### config.mk
export PLATFORM = sky130hd
export DESIGN_NAME = fb_fill_engine_flat
export DESIGN_NICKNAME = d
export VERILOG_FILES = /design/src/rtl/fb_fill_engine_if.sv /design/src/rtl/fb_fill_engine.sv /design/src/flat_wrapper.sv
export SDC_FILE = /design/constraint.sdc
export NUM_CORES = 1
export LEC_CHECK = 0
export BUFFER_PORTS_ARGS = -buffer_cell sky130_fd_sc_hd__buf_4
export CAP_MARGIN = 25
export CORE_MARGIN = 2
export CORE_UTILIZATION = 35
export CTS_CLUSTER_SIZE = 12
export DETAILED_ROUTE_END_ITERATION = 10
export PLACE_DENSITY = 0.5
export SLEW_MARGIN = 20
export SYNTH_ARGS = -nofsm -noshare
export SYNTH_HDL_FRONTEND = slang
export SYNTH_SLANG_ARGS = --single-unit
### constraint.sdc
create_clock -name clk -period 4.3 [get_ports clk]
set_clock_uncertainty 0.2 [all_clocks]
set_input_delay 0.43 -clock clk [delete_from_list [all_inputs] [get_ports clk]]
set_output_delay 0.43 -clock clk [all_outputs]
set_load 0.02 [all_outputs]
### src/rtl/fb_fill_engine_if.sv
// Command handshake and framebuffer port A signals of the rectangle fill engine.
// slave: engine side; master: command source / BRAM side.
interface fb_fill_engine_if;
   logic        cmd_valid;
   logic        cmd_ready;
   logic [9:0]  cmd_x;
   logic [8:0]  cmd_y;
   logic [9:0]  cmd_w;
   logic [8:0]  cmd_h;
   logic [7:0]  cmd_color;
   logic        busy;
   logic        done;
   logic        bram_clka;
   logic        bram_rsta;
   logic        bram_ena;
   logic [3:0]  bram_wea;
   logic [18:0] bram_addra;
   logic [31:0] bram_dina;

   modport slave (
      input  cmd_valid, cmd_x, cmd_y, cmd_w, cmd_h, cmd_color,
      output cmd_ready, busy, done,
      output bram_clka, bram_rsta, bram_ena, bram_wea, bram_addra, bram_dina
   );

   modport master (
      output cmd_valid, cmd_x, cmd_y, cmd_w, cmd_h, cmd_color,
      input  cmd_ready, busy, done,
      input  bram_clka, bram_rsta, bram_ena, bram_wea, bram_addra, bram_dina
   );
endinterface

### src/rtl/fb_fill_engine.sv
// Clipped rectangle fill into the 640x480 RGB332 framebuffer, one 32-bit word per cycle.
// First write two cycles after command acceptance; one command in flight, cmd_ready only in IDLE.
module fb_fill_engine #(
   parameter int FB_WIDTH      = 640,
   parameter int FB_HEIGHT     = 480,
   parameter int WORDS_PER_ROW = FB_WIDTH / 4
) (
   input  logic              clk,
   input  logic              resetn,
   fb_fill_engine_if.slave   fif
);
   typedef enum logic [1:0] {IDLE, CLIP, WRITE, DONE} state_t;

   state_t      state;
   logic [9:0]  x_q, w_q;
   logic [8:0]  y_q, h_q;
   logic [7:0]  color_q;
   logic [7:0]  fc_q, lc_q, col;
   logic [8:0]  row, ye_m1_q;
   logic [16:0] row_base;
   logic [3:0]  fm_q, lm_q;
   logic        rdy_q, busy_q, done_q, ena_q;
   logic [3:0]  wea_q;
   logic [18:0] addr_q;
   logic [31:0] din_q;

   function automatic logic [3:0] word_mask(input logic [7:0] c, f, l, input logic [3:0] fm, lm);
      logic [3:0] m;
      m = 4'hF;
      if (c == f) m = m & fm;
      if (c == l) m = m & lm;
      return m;
   endfunction

   function automatic logic [18:0] byte_addr(input logic [16:0] base, input logic [7:0] c);
      return {base + {9'd0, c}, 2'b00};
   endfunction

   // Clip arithmetic on the latched command, used only in CLIP.
   logic [10:0] x_end, y_end, xe_c, ye_c, xe_m1;
   logic [7:0]  fc_c, lc_c;
   logic [8:0]  ye_m1_c;
   logic [3:0]  fm_c, lm_c;
   logic [16:0] base_c;
   logic        empty_c;

   always_comb begin
      x_end   = {1'b0, x_q} + {1'b0, w_q};
      y_end   = {2'b0, y_q} + {2'b0, h_q};
      xe_c    = (x_end > 11'(FB_WIDTH))  ? 11'(FB_WIDTH)  : x_end;
      ye_c    = (y_end > 11'(FB_HEIGHT)) ? 11'(FB_HEIGHT) : y_end;
      empty_c = (w_q == '0) || (h_q == '0) ||
                ({1'b0, x_q} >= 11'(FB_WIDTH)) || ({2'b0, y_q} >= 11'(FB_HEIGHT));
      xe_m1   = xe_c - 11'd1;
      fc_c    = x_q[9:2];
      lc_c    = 8'(xe_m1 >> 2);
      ye_m1_c = 9'(ye_c - 11'd1);
      fm_c    = 4'hF << x_q[1:0];
      lm_c    = 4'hF >> (2'd3 - xe_m1[1:0]);
      base_c  = ({8'd0, y_q} << 7) + ({8'd0, y_q} << 5);
   end

   // Word after the one currently on the port; outputs are registered one word ahead.
   logic        last_col, last_word;
   logic [7:0]  nx_col;
   logic [8:0]  nx_row;
   logic [16:0] nx_base;

   always_comb begin
      last_col  = (col == lc_q);
      last_word = last_col && (row == ye_m1_q);
      nx_col    = last_col ? fc_q : col + 8'd1;
      nx_row    = last_col ? row + 9'd1 : row;
      nx_base   = last_col ? row_base + 17'(WORDS_PER_ROW) : row_base;
   end

   always_ff @(posedge clk) begin
      if (!resetn) begin
         state    <= IDLE;
         x_q      <= '0;
         y_q      <= '0;
         w_q      <= '0;
         h_q      <= '0;
         color_q  <= '0;
         fc_q     <= '0;
         lc_q     <= '0;
         col      <= '0;
         row      <= '0;
         ye_m1_q  <= '0;
         row_base <= '0;
         fm_q     <= '0;
         lm_q     <= '0;
         rdy_q    <= 1'b1;
         busy_q   <= 1'b0;
         done_q   <= 1'b0;
         ena_q    <= 1'b0;
         wea_q    <= '0;
         addr_q   <= '0;
         din_q    <= '0;
      end else begin
         case (state)
            IDLE: begin
               if (fif.cmd_valid && rdy_q) begin
                  x_q     <= fif.cmd_x;
                  y_q     <= fif.cmd_y;
                  w_q     <= fif.cmd_w;
                  h_q     <= fif.cmd_h;
                  color_q <= fif.cmd_color;
                  rdy_q   <= 1'b0;
                  busy_q  <= 1'b1;
                  state   <= CLIP;
               end
            end
            CLIP: begin
               if (empty_c) begin
                  done_q <= 1'b1;
                  state  <= DONE;
               end else begin
                  fc_q     <= fc_c;
                  lc_q     <= lc_c;
                  ye_m1_q  <= ye_m1_c;
                  fm_q     <= fm_c;
                  lm_q     <= lm_c;
                  col      <= fc_c;
                  row      <= y_q;
                  row_base <= base_c;
                  ena_q    <= 1'b1;
                  wea_q    <= word_mask(fc_c, fc_c, lc_c, fm_c, lm_c);
                  addr_q   <= byte_addr(base_c, fc_c);
                  din_q    <= {4{color_q}};
                  state    <= WRITE;
               end
            end
            WRITE: begin
               if (last_word) begin
                  ena_q  <= 1'b0;
                  wea_q  <= '0;
                  addr_q <= '0;
                  din_q  <= '0;
                  done_q <= 1'b1;
                  state  <= DONE;
               end else begin
                  col      <= nx_col;
                  row      <= nx_row;
                  row_base <= nx_base;
                  wea_q    <= word_mask(nx_col, fc_q, lc_q, fm_q, lm_q);
                  addr_q   <= byte_addr(nx_base, nx_col);
               end
            end
            DONE: begin
               done_q <= 1'b0;
               busy_q <= 1'b0;
               rdy_q  <= 1'b1;
               state  <= IDLE;
            end
            default: state <= IDLE;
         endcase
      end
   end

   // Gating with resetn silences the port in the very cycle reset is asserted.
   assign fif.cmd_ready  = rdy_q & resetn;
   assign fif.busy       = busy_q & resetn;
   assign fif.done       = done_q & resetn;
   assign fif.bram_clka  = clk;
   assign fif.bram_rsta  = ~resetn;
   assign fif.bram_ena   = ena_q & resetn;
   assign fif.bram_wea   = resetn ? wea_q  : '0;
   assign fif.bram_addra = resetn ? addr_q : '0;
   assign fif.bram_dina  = resetn ? din_q  : '0;
endmodule

### src/flat_wrapper.sv
// flat-port wrapper written by rule: the top's interface ports become plain ports
module fb_fill_engine_flat 
#(
   parameter int FB_WIDTH      = 640,
   parameter int FB_HEIGHT     = 480,
   parameter int WORDS_PER_ROW = FB_WIDTH / 4
)
  (clk, resetn, fif_cmd_valid, fif_cmd_x, fif_cmd_y, fif_cmd_w, fif_cmd_h, fif_cmd_color, fif_cmd_ready, fif_busy, fif_done, fif_bram_clka, fif_bram_rsta, fif_bram_ena, fif_bram_wea, fif_bram_addra, fif_bram_dina);
  fb_fill_engine_if fif_i ();
  input  logic clk;
  input  logic resetn;
  input wire logic [$bits(fif_i.cmd_valid)-1:0] fif_cmd_valid;
  input wire logic [$bits(fif_i.cmd_x)-1:0] fif_cmd_x;
  input wire logic [$bits(fif_i.cmd_y)-1:0] fif_cmd_y;
  input wire logic [$bits(fif_i.cmd_w)-1:0] fif_cmd_w;
  input wire logic [$bits(fif_i.cmd_h)-1:0] fif_cmd_h;
  input wire logic [$bits(fif_i.cmd_color)-1:0] fif_cmd_color;
  output wire logic [$bits(fif_i.cmd_ready)-1:0] fif_cmd_ready;
  output wire logic [$bits(fif_i.busy)-1:0] fif_busy;
  output wire logic [$bits(fif_i.done)-1:0] fif_done;
  output wire logic [$bits(fif_i.bram_clka)-1:0] fif_bram_clka;
  output wire logic [$bits(fif_i.bram_rsta)-1:0] fif_bram_rsta;
  output wire logic [$bits(fif_i.bram_ena)-1:0] fif_bram_ena;
  output wire logic [$bits(fif_i.bram_wea)-1:0] fif_bram_wea;
  output wire logic [$bits(fif_i.bram_addra)-1:0] fif_bram_addra;
  output wire logic [$bits(fif_i.bram_dina)-1:0] fif_bram_dina;
  assign fif_i.cmd_valid = fif_cmd_valid;
  assign fif_i.cmd_x = fif_cmd_x;
  assign fif_i.cmd_y = fif_cmd_y;
  assign fif_i.cmd_w = fif_cmd_w;
  assign fif_i.cmd_h = fif_cmd_h;
  assign fif_i.cmd_color = fif_cmd_color;
  assign fif_cmd_ready = fif_i.cmd_ready;
  assign fif_busy = fif_i.busy;
  assign fif_done = fif_i.done;
  assign fif_bram_clka = fif_i.bram_clka;
  assign fif_bram_rsta = fif_i.bram_rsta;
  assign fif_bram_ena = fif_i.bram_ena;
  assign fif_bram_wea = fif_i.bram_wea;
  assign fif_bram_addra = fif_i.bram_addra;
  assign fif_bram_dina = fif_i.bram_dina;
  fb_fill_engine #(.FB_WIDTH(FB_WIDTH), .FB_HEIGHT(FB_HEIGHT), .WORDS_PER_ROW(WORDS_PER_ROW)) u_core (.clk(clk), .resetn(resetn), .fif(fif_i));
endmodule
==> results_dict.tcl, run 1 <==
set metrics [dict create \
    core_sq_um 25900 \
    fin_crit_sh_pct 96.6 \
    drtPass1Iterations 7 \
    antenna_cells 0 \
    final_cells 1674 \
    clk_pin_slew_worst_paths_ns 0.07 \
    ios 110 \
    initial_core_util_pct 35.5 \
    seq_area_frac_synth_pct 30.9 \
    layout-drive-gt1-share_pct 18.7 \
    cap_violations 0 \
    worst_setup_path_start_kind "register" \
    reg2reg_depth 17 \
    synth_top_area_share_pct 30.9 \
    power.density_nw_per_um2 699 \
    dieWidth_microns 166 \
    grt_pass1_wl_mm 43.7 \
    ys_warn_count 0 \
    rsz0062_at_grt "true" \
    synthesis.area_sq_um 9200 \
    min-delay-path-class "in2reg" \
    dr_total_vias 8683 \
    fin_util_pct 45.1 \
    synth_top_area_cell "dfxtp_1" \
    cp_data_required_time_ns 4.52 \
    worstSetupPathDepth 17 \
    drt_iter0_markers 457 \
    dp_hpwl_mm 19.2 \
    syn_area_per_cell_sq_um 7.80 \
    p_leak_nw 4.80 \
    cp_top_family "compound AO/OA/AOI/OAI gates" \
    rows 59 \
    slowest_delay_ns 0.40 \
    vdd_drop_max_mv 0.365 \
    grt_pass1_vias 8179 \
    cp_cell_sequence "ha_4 -> fa_2 -> xor2_1 -> or3_4 -> a221oi_2 -> and3b_2 -> o21ai_2 -> a21oi_2 -> nand2_1 -> ha_2 -> and4b_1 -> a31o_2 -> a221oi_4 -> xor2_1 -> nand3_2 -> o41ai_4 -> a21oi_1" \
    area_growth_pct 27.1 \
    critPathLaunch "u_core.w_q[0]$_SDFFE_PN0P_" \
    path_buf_inv 0 \
    cp-endpoint "u_core.wea_q[3]$_SDFFE_PN0P_" \
    r2r_end "u_core.wea_q[3]$_SDFFE_PN0P_" \
    synthArstFlopShare_pct 0 \
    drc 0 \
    antenna_found_initial 0 \
    synthCells 1179 \
    p_total_mw 8.17 \
    synthTopCellsByArea "dfxtp_1 (31%), nand2_1 (6.8%), a21oi_1 (6.5%)" \
    routedWlPerCell_microns 16.1 \
    slowest_stage "fa_2" \
    clkLatencyLatePin_ns 0.55 \
    synth_edf_count 0 \
    dieArea_sq_um 27600 \
    finalHoldViolCount 0 \
    port_buffers 107 \
    ys.flop_type "dfxtp_1" \
    r2r_start "u_core.w_q[0]$_SDFFE_PN0P_" \
    cp-end-kind "register" \
    track_usage_pct 19.5 \
    ys_seq_elements 142 \
    tightest_slew_ns 0.862 \
    viasPerCell 5.19 \
    drt_wl_total_mm 27.0 \
    arrival_ns 4.37 \
    status "finished, final reports clean" \
    crit_path_frequent_cell "xor2_1" \
    overflow 0 \
    grt_max_degree 64 \
    cp_max_fo 3 \
    yosys.cell_types.count 78 \
    setup_viol 0 \
    fmax_mhz 241 \
    die_h_microns 166 \
    cts_tree "done" \
    slew_headroom_pct 42.5 \
    crit_type "reg2reg" \
    slew_violations 0 \
    gp_congestion 0.810 \
    dp.cells 1590 \
    min_period_ns 4.15 \
    num-nets-final 1422 \
    reg2reg_slack_ns 0.15 \
    ant_nets 0 \
    fin_tns_setup_ns 0 \
]
## sequential cells by signal, summed over array words and instances (netlist names), 2 cells and up
register	flops
u_core.addr_q	17
u_core.row	9
u_core.lc_q	8
u_core.lm_q	4
u_core.din_q	8
u_core.fm_q	3
u_core.x_q	10
u_core.color_q	8
u_core.col	8
u_core.row_base	12
u_core.fc_q	8
u_core.h_q	9
u_core.state	2
u_core.y_q	9
u_core.wea_q	4
u_core.ye_m1_q	9
u_core.w_q	10
## worst register-to-register path: cells and delay by family, from the launching register on
kind / cells / cell delay (ns)
AOI/OAI and AO/OA: 7 / 1.34
xor gates and xnor gates: 2 / 0.38
adders and majority gates: 3 / 0.75
DFF: 1 / 0.34
and+or+nand+nor: 5 / 1.01
## cell usage after synthesis, types with 10 or more instances
master,count
a211oi_1,14
a21o_1,16
a21oi_1,119
a31oi_1,15
and2_1,47
buf_1,10
buf_4,27
clkbuf_1,46
dfxtp_1,142
ha_1,43
inv_1,31
nand2_1,166
nand3_1,28
nand4_1,10
nor2_1,86
nor3_1,30
nor4_1,13
o21ai_0,52
o221ai_1,10
or3_1,13
xnor2_1,58
xor2_1,39
## cell usage in the layout (no fill, tap or decap), types with 31 or more instances in the layout
cell type | synthesis | routed
nand2_1 | 166 | 166
buf_4 | 27 | 165
dfxtp_1 | 142 | 140
a21oi_1 | 119 | 116
nor2_1 | 86 | 86
xnor2_1 | 58 | 58
o21ai_0 | 52 | 51
and2_1 | 47 | 47
dlygate4sd3_1 | 0 | 46
ha_1 | 43 | 40
xor2_1 | 39 | 39
inv_1 | 31 | 31
## per-stage QoR
| step | hold WS (ns) | cell area [sq um] | worst slack, ns |
|---|---|---|---|
| after CTS | 0.00858 | 11600 | 0.0436 |
| after detailed placement | 0.246 | 10400 | -0.0931 |
| after floorplan | 0.236 | 9220 | 0.00999 |
| final | 0.0238 | 11700 | 0.148 |
| after global placement | 0.243 | 10400 | -0.0207 |
| after global routing | 0.0334 | 11700 | -0.147 |
## where the power goes
part,switching [mW],total (mW),internal (mW),leakage [nW]
sequential,0.291,1.96,1.66,1.16
clock,0.683,1.75,1.07,0.340
combinational,2.67,4.46,1.79,3.30
## final cells by class
type	instances	area (sq um)
Timing Repair Buffer	210	1690
Clock buffer	22	522
Clock inverter	14	180
Sequential cell	142	2850
Multi-Input combinational cell	918	5910
Tap cell	335	419
Inverter	33	125
Fill cell	2574	14200
## what timing repair did
item | CTS | global route
setup buffers | 1 | 2
gates resized for setup | 3 | 16
hold buffers | 46 | 0
endpoints found under the hold margin | 46 | 0
endpoints found under the setup margin | 3 | 3
pin swaps | 1 | 13
## cell families (layout without fill, tap and decap cells)
kind of cell	count (synthesis)	in the layout	share of synthesized area, %
fa+ha+maj	47	47	6.72
xor+xnor	98	98	9.42
compound gates	316	316	22.4
flops	142	142	30.9
buf+inv	121	279	6.18
other cells	1	3	0.0408
simple gates	443	443	23.1
mux	11	11	1.27
## worst min path at each step
| stage | startpoint | endpoint | slack [ns] | cells after the start |
|---|---|---|---|---|
| after global routing | fif_cmd_valid | u_core.rdy_q$_SDFFE_PN1P_ | 0.03 | 4 |
| after CTS | fif_cmd_valid | u_core.rdy_q$_SDFFE_PN1P_ | 0.009 | 4 |
| after detailed placement | u_core.color_q[6]$_SDFFE_PN0P_ | u_core.color_q[6]$_SDFFE_PN0P_ | 0.25 | 2 |
| final | fif_cmd_valid | u_core.rdy_q$_SDFFE_PN1P_ | 0.02 | 4 |
| after floorplan | u_core.color_q[0]$_SDFFE_PN0P_ | u_core.color_q[0]$_SDFFE_PN0P_ | 0.24 | 2 |
| after global placement | u_core.color_q[6]$_SDFFE_PN0P_ | u_core.color_q[6]$_SDFFE_PN0P_ | 0.24 | 2 |
## routing by layer
metal	wire [microns]	vias to the layer above	global-route usage, %
li1	-	4435	-
met1	13400	4027	27.7
met2	12000	198	30.9
met3	1210	23	2.98
met4	308	0	4.91
met5	0	-	0
No activity file was read; power rests on OpenSTA's default activity.
==> run 2, diff against run 1 <==
Settings changed: RECOVER_POWER from default to 50.
==> results_dict.tcl, run 2 (synthesized netlist as in run 1, its figures left out) <==
set metrics [dict create \
    status "complete, but fails checks" \
    violations "capacitance limit, slew limit" \
    worst_setup_path_start_kind "register" \
    die_h_microns 166 \
    antenna_cells 0 \
    slowest_delay_ns 0.40 \
    cp_top_family "compound AO/OA/AOI/OAI gates" \
    top_usage_layer "met2" \
    cp_data_required_time_ns 4.52 \
    crit_type "reg2reg" \
    layout-drive-gt1-share_pct 16.3 \
    p_leak_nw 4.63 \
    port_buffers 107 \
    clk_pin_slew_worst_paths_ns 0.07 \
    layout_commonest_cell "nand2_1" \
    crit_path_frequent_cell "xor2_1" \
    top_regs "u_core.addr_q (17), u_core.row_base (12)" \
    initial_core_util_pct 35.5 \
    drtPass1Iterations 5 \
    num-nets-final 1422 \
    dp_hpwl_mm 19.2 \
    setup_ws_ns 0.140 \
    grt_util_met1_pct 27.7 \
    viasPerCell 5.19 \
    arrival_ns 4.38 \
    area_growth_pct 25.8 \
    min-delay-path-class "in2reg" \
    gp_congestion 0.810 \
    path_buf_inv 0 \
    setup_viol 0 \
    power.density_nw_per_um2 704 \
    fmax_mhz 240 \
    clkLatencyLatePin_ns 0.55 \
    ant_nets 0 \
    tightest_slew_ns 2.24 \
    regMostFlops "u_core.addr_q" \
    dp_slack_ns -0.0931 \
    cap_violations 3 \
    rows 59 \
    grt_pass1_wl_mm 43.7 \
    hold_ws_ns 0.0194 \
    cp_cell_sequence "ha_4 -> fa_2 -> xor2_1 -> or3_4 -> a221oi_2 -> and3b_2 -> o21ai_2 -> a21oi_2 -> nand2_1 -> ha_2 -> and4b_1 -> a31o_2 -> a221oi_4 -> xor2_1 -> nand3_2 -> o41ai_4 -> a21oi_1" \
    cts_tree "done" \
    grt_max_degree 64 \
    finalHoldViolCount 0 \
    overflow 0 \
    cp-end-kind "register" \
    grt_use_met3_pct 2.98 \
    cp_max_fo 3 \
    largest_reg_flops 17 \
    grt_pass1_vias 8179 \
    ios 110 \
    layout_common_cells "nand2_1 (166), dfxtp_1 (140), buf_4 (133), a21oi_1 (116), nor2_1 (86)" \
    fin_crit_sh_pct 96.7 \
    rsz0062_at_grt "true" \
    dr_total_vias 8686 \
    drt_wl_total_mm 27.0 \
    track_usage_pct 19.5 \
    routedWlPerCell_microns 16.1 \
    drc 0 \
    fill_cells 2606 \
    dieArea_sq_um 27600 \
    slew_violations 130 \
    slowest_stage "fa_2" \
    slew_headroom_pct -49.6 \
    drt_iter0_markers 486 \
    vdd_drop_max_mv 0.364 \
    use_met2_pct 30.9 \
    min_period_ns 4.16 \
    dieWidth_microns 166 \
    core_sq_um 25900 \
    antenna_found_initial 0 \
]
## run 2: area by class of cell
type	count	area [sq um]	area share (%)
Clock inverter	14	180	1.56
Timing Repair Buffer	210	1570	13.6
Multi-Input combinational cell	918	5910	51.0
Inverter	33	125	1.08
Clock buffer	22	522	4.51
Sequential cell	142	2850	24.6
Tap cell	335	419	3.62
## run 2: repair_timing
action                                 4_1_cts  5_1_grt
endpoints found under the hold margin       46        0
setup endpoints to repair                    3        3
hold buffers                                46        0
buffers inserted                             1        2
pin swaps                                    1       13
gates resized for setup                      3       16
## run 2: report_power, final
group	internal (mW)	switching [mW]	leakage (nW)
clock	1.07	0.681	0.340
sequential	1.67	0.290	1.16
combinational	1.77	2.67	3.13
## run 2: metal layers
layer / up-vias / share of wire, %
met1: 4028 / 50
li1: 4441 / -
met2: 194 / 45
met3: 23 / 4.2
met4: 0 / 1.1
met5: - / 0
## run 2: path summary, 6_finish.rpt
path / slack [ns] / startpoint / to / cells past startpoint
worst min register to register: 0.25 / u_core.color_q[6]$_SDFFE_PN0P_ / u_core.color_q[6]$_SDFFE_PN0P_ / 2
worst max-delay path: 0.14 / u_core.w_q[0]$_SDFFE_PN0P_ / u_core.wea_q[3]$_SDFFE_PN0P_ / 17
worst min-delay path: 0.02 / fif_cmd_valid / u_core.rdy_q$_SDFFE_PN1P_ / 4
worst max register to register: 0.14 / u_core.w_q[0]$_SDFFE_PN0P_ / u_core.wea_q[3]$_SDFFE_PN0P_ / 17
## run 2: per-stage QoR
stage / power [mW] / util (%) / instance area [sq um] / cells / TNS, ns
finish: 8.15 / 44.6 / 11600 / 1674 / 0
global placement: 6.29 / 40.2 / 10400 / 1590 / -0.0207
floorplan: 5.03 / - / 9220 / 1181 / 0
CTS: 8.12 / 44.8 / 11600 / 1672 / 0
detailed placement: 6.31 / 40.2 / 10400 / 1590 / -0.161
global route: 8.77 / 44.6 / 11600 / 1674 / -0.352
## run 2: worst reg2reg max path, stage by stage (launching register included)
cell      delay, ns
dfxtp_2        0.34
ha_4           0.16
fa_2           0.40
xor2_1         0.19
or3_4          0.35
a221oi_2       0.19
and3b_2        0.23
o21ai_2        0.08
a21oi_2        0.19
nand2_1        0.10
ha_2           0.19
and4b_1        0.20
a31o_2         0.24
a221oi_4       0.21
xor2_1         0.19
nand3_2        0.13
o41ai_4        0.34
a21oi_1        0.09
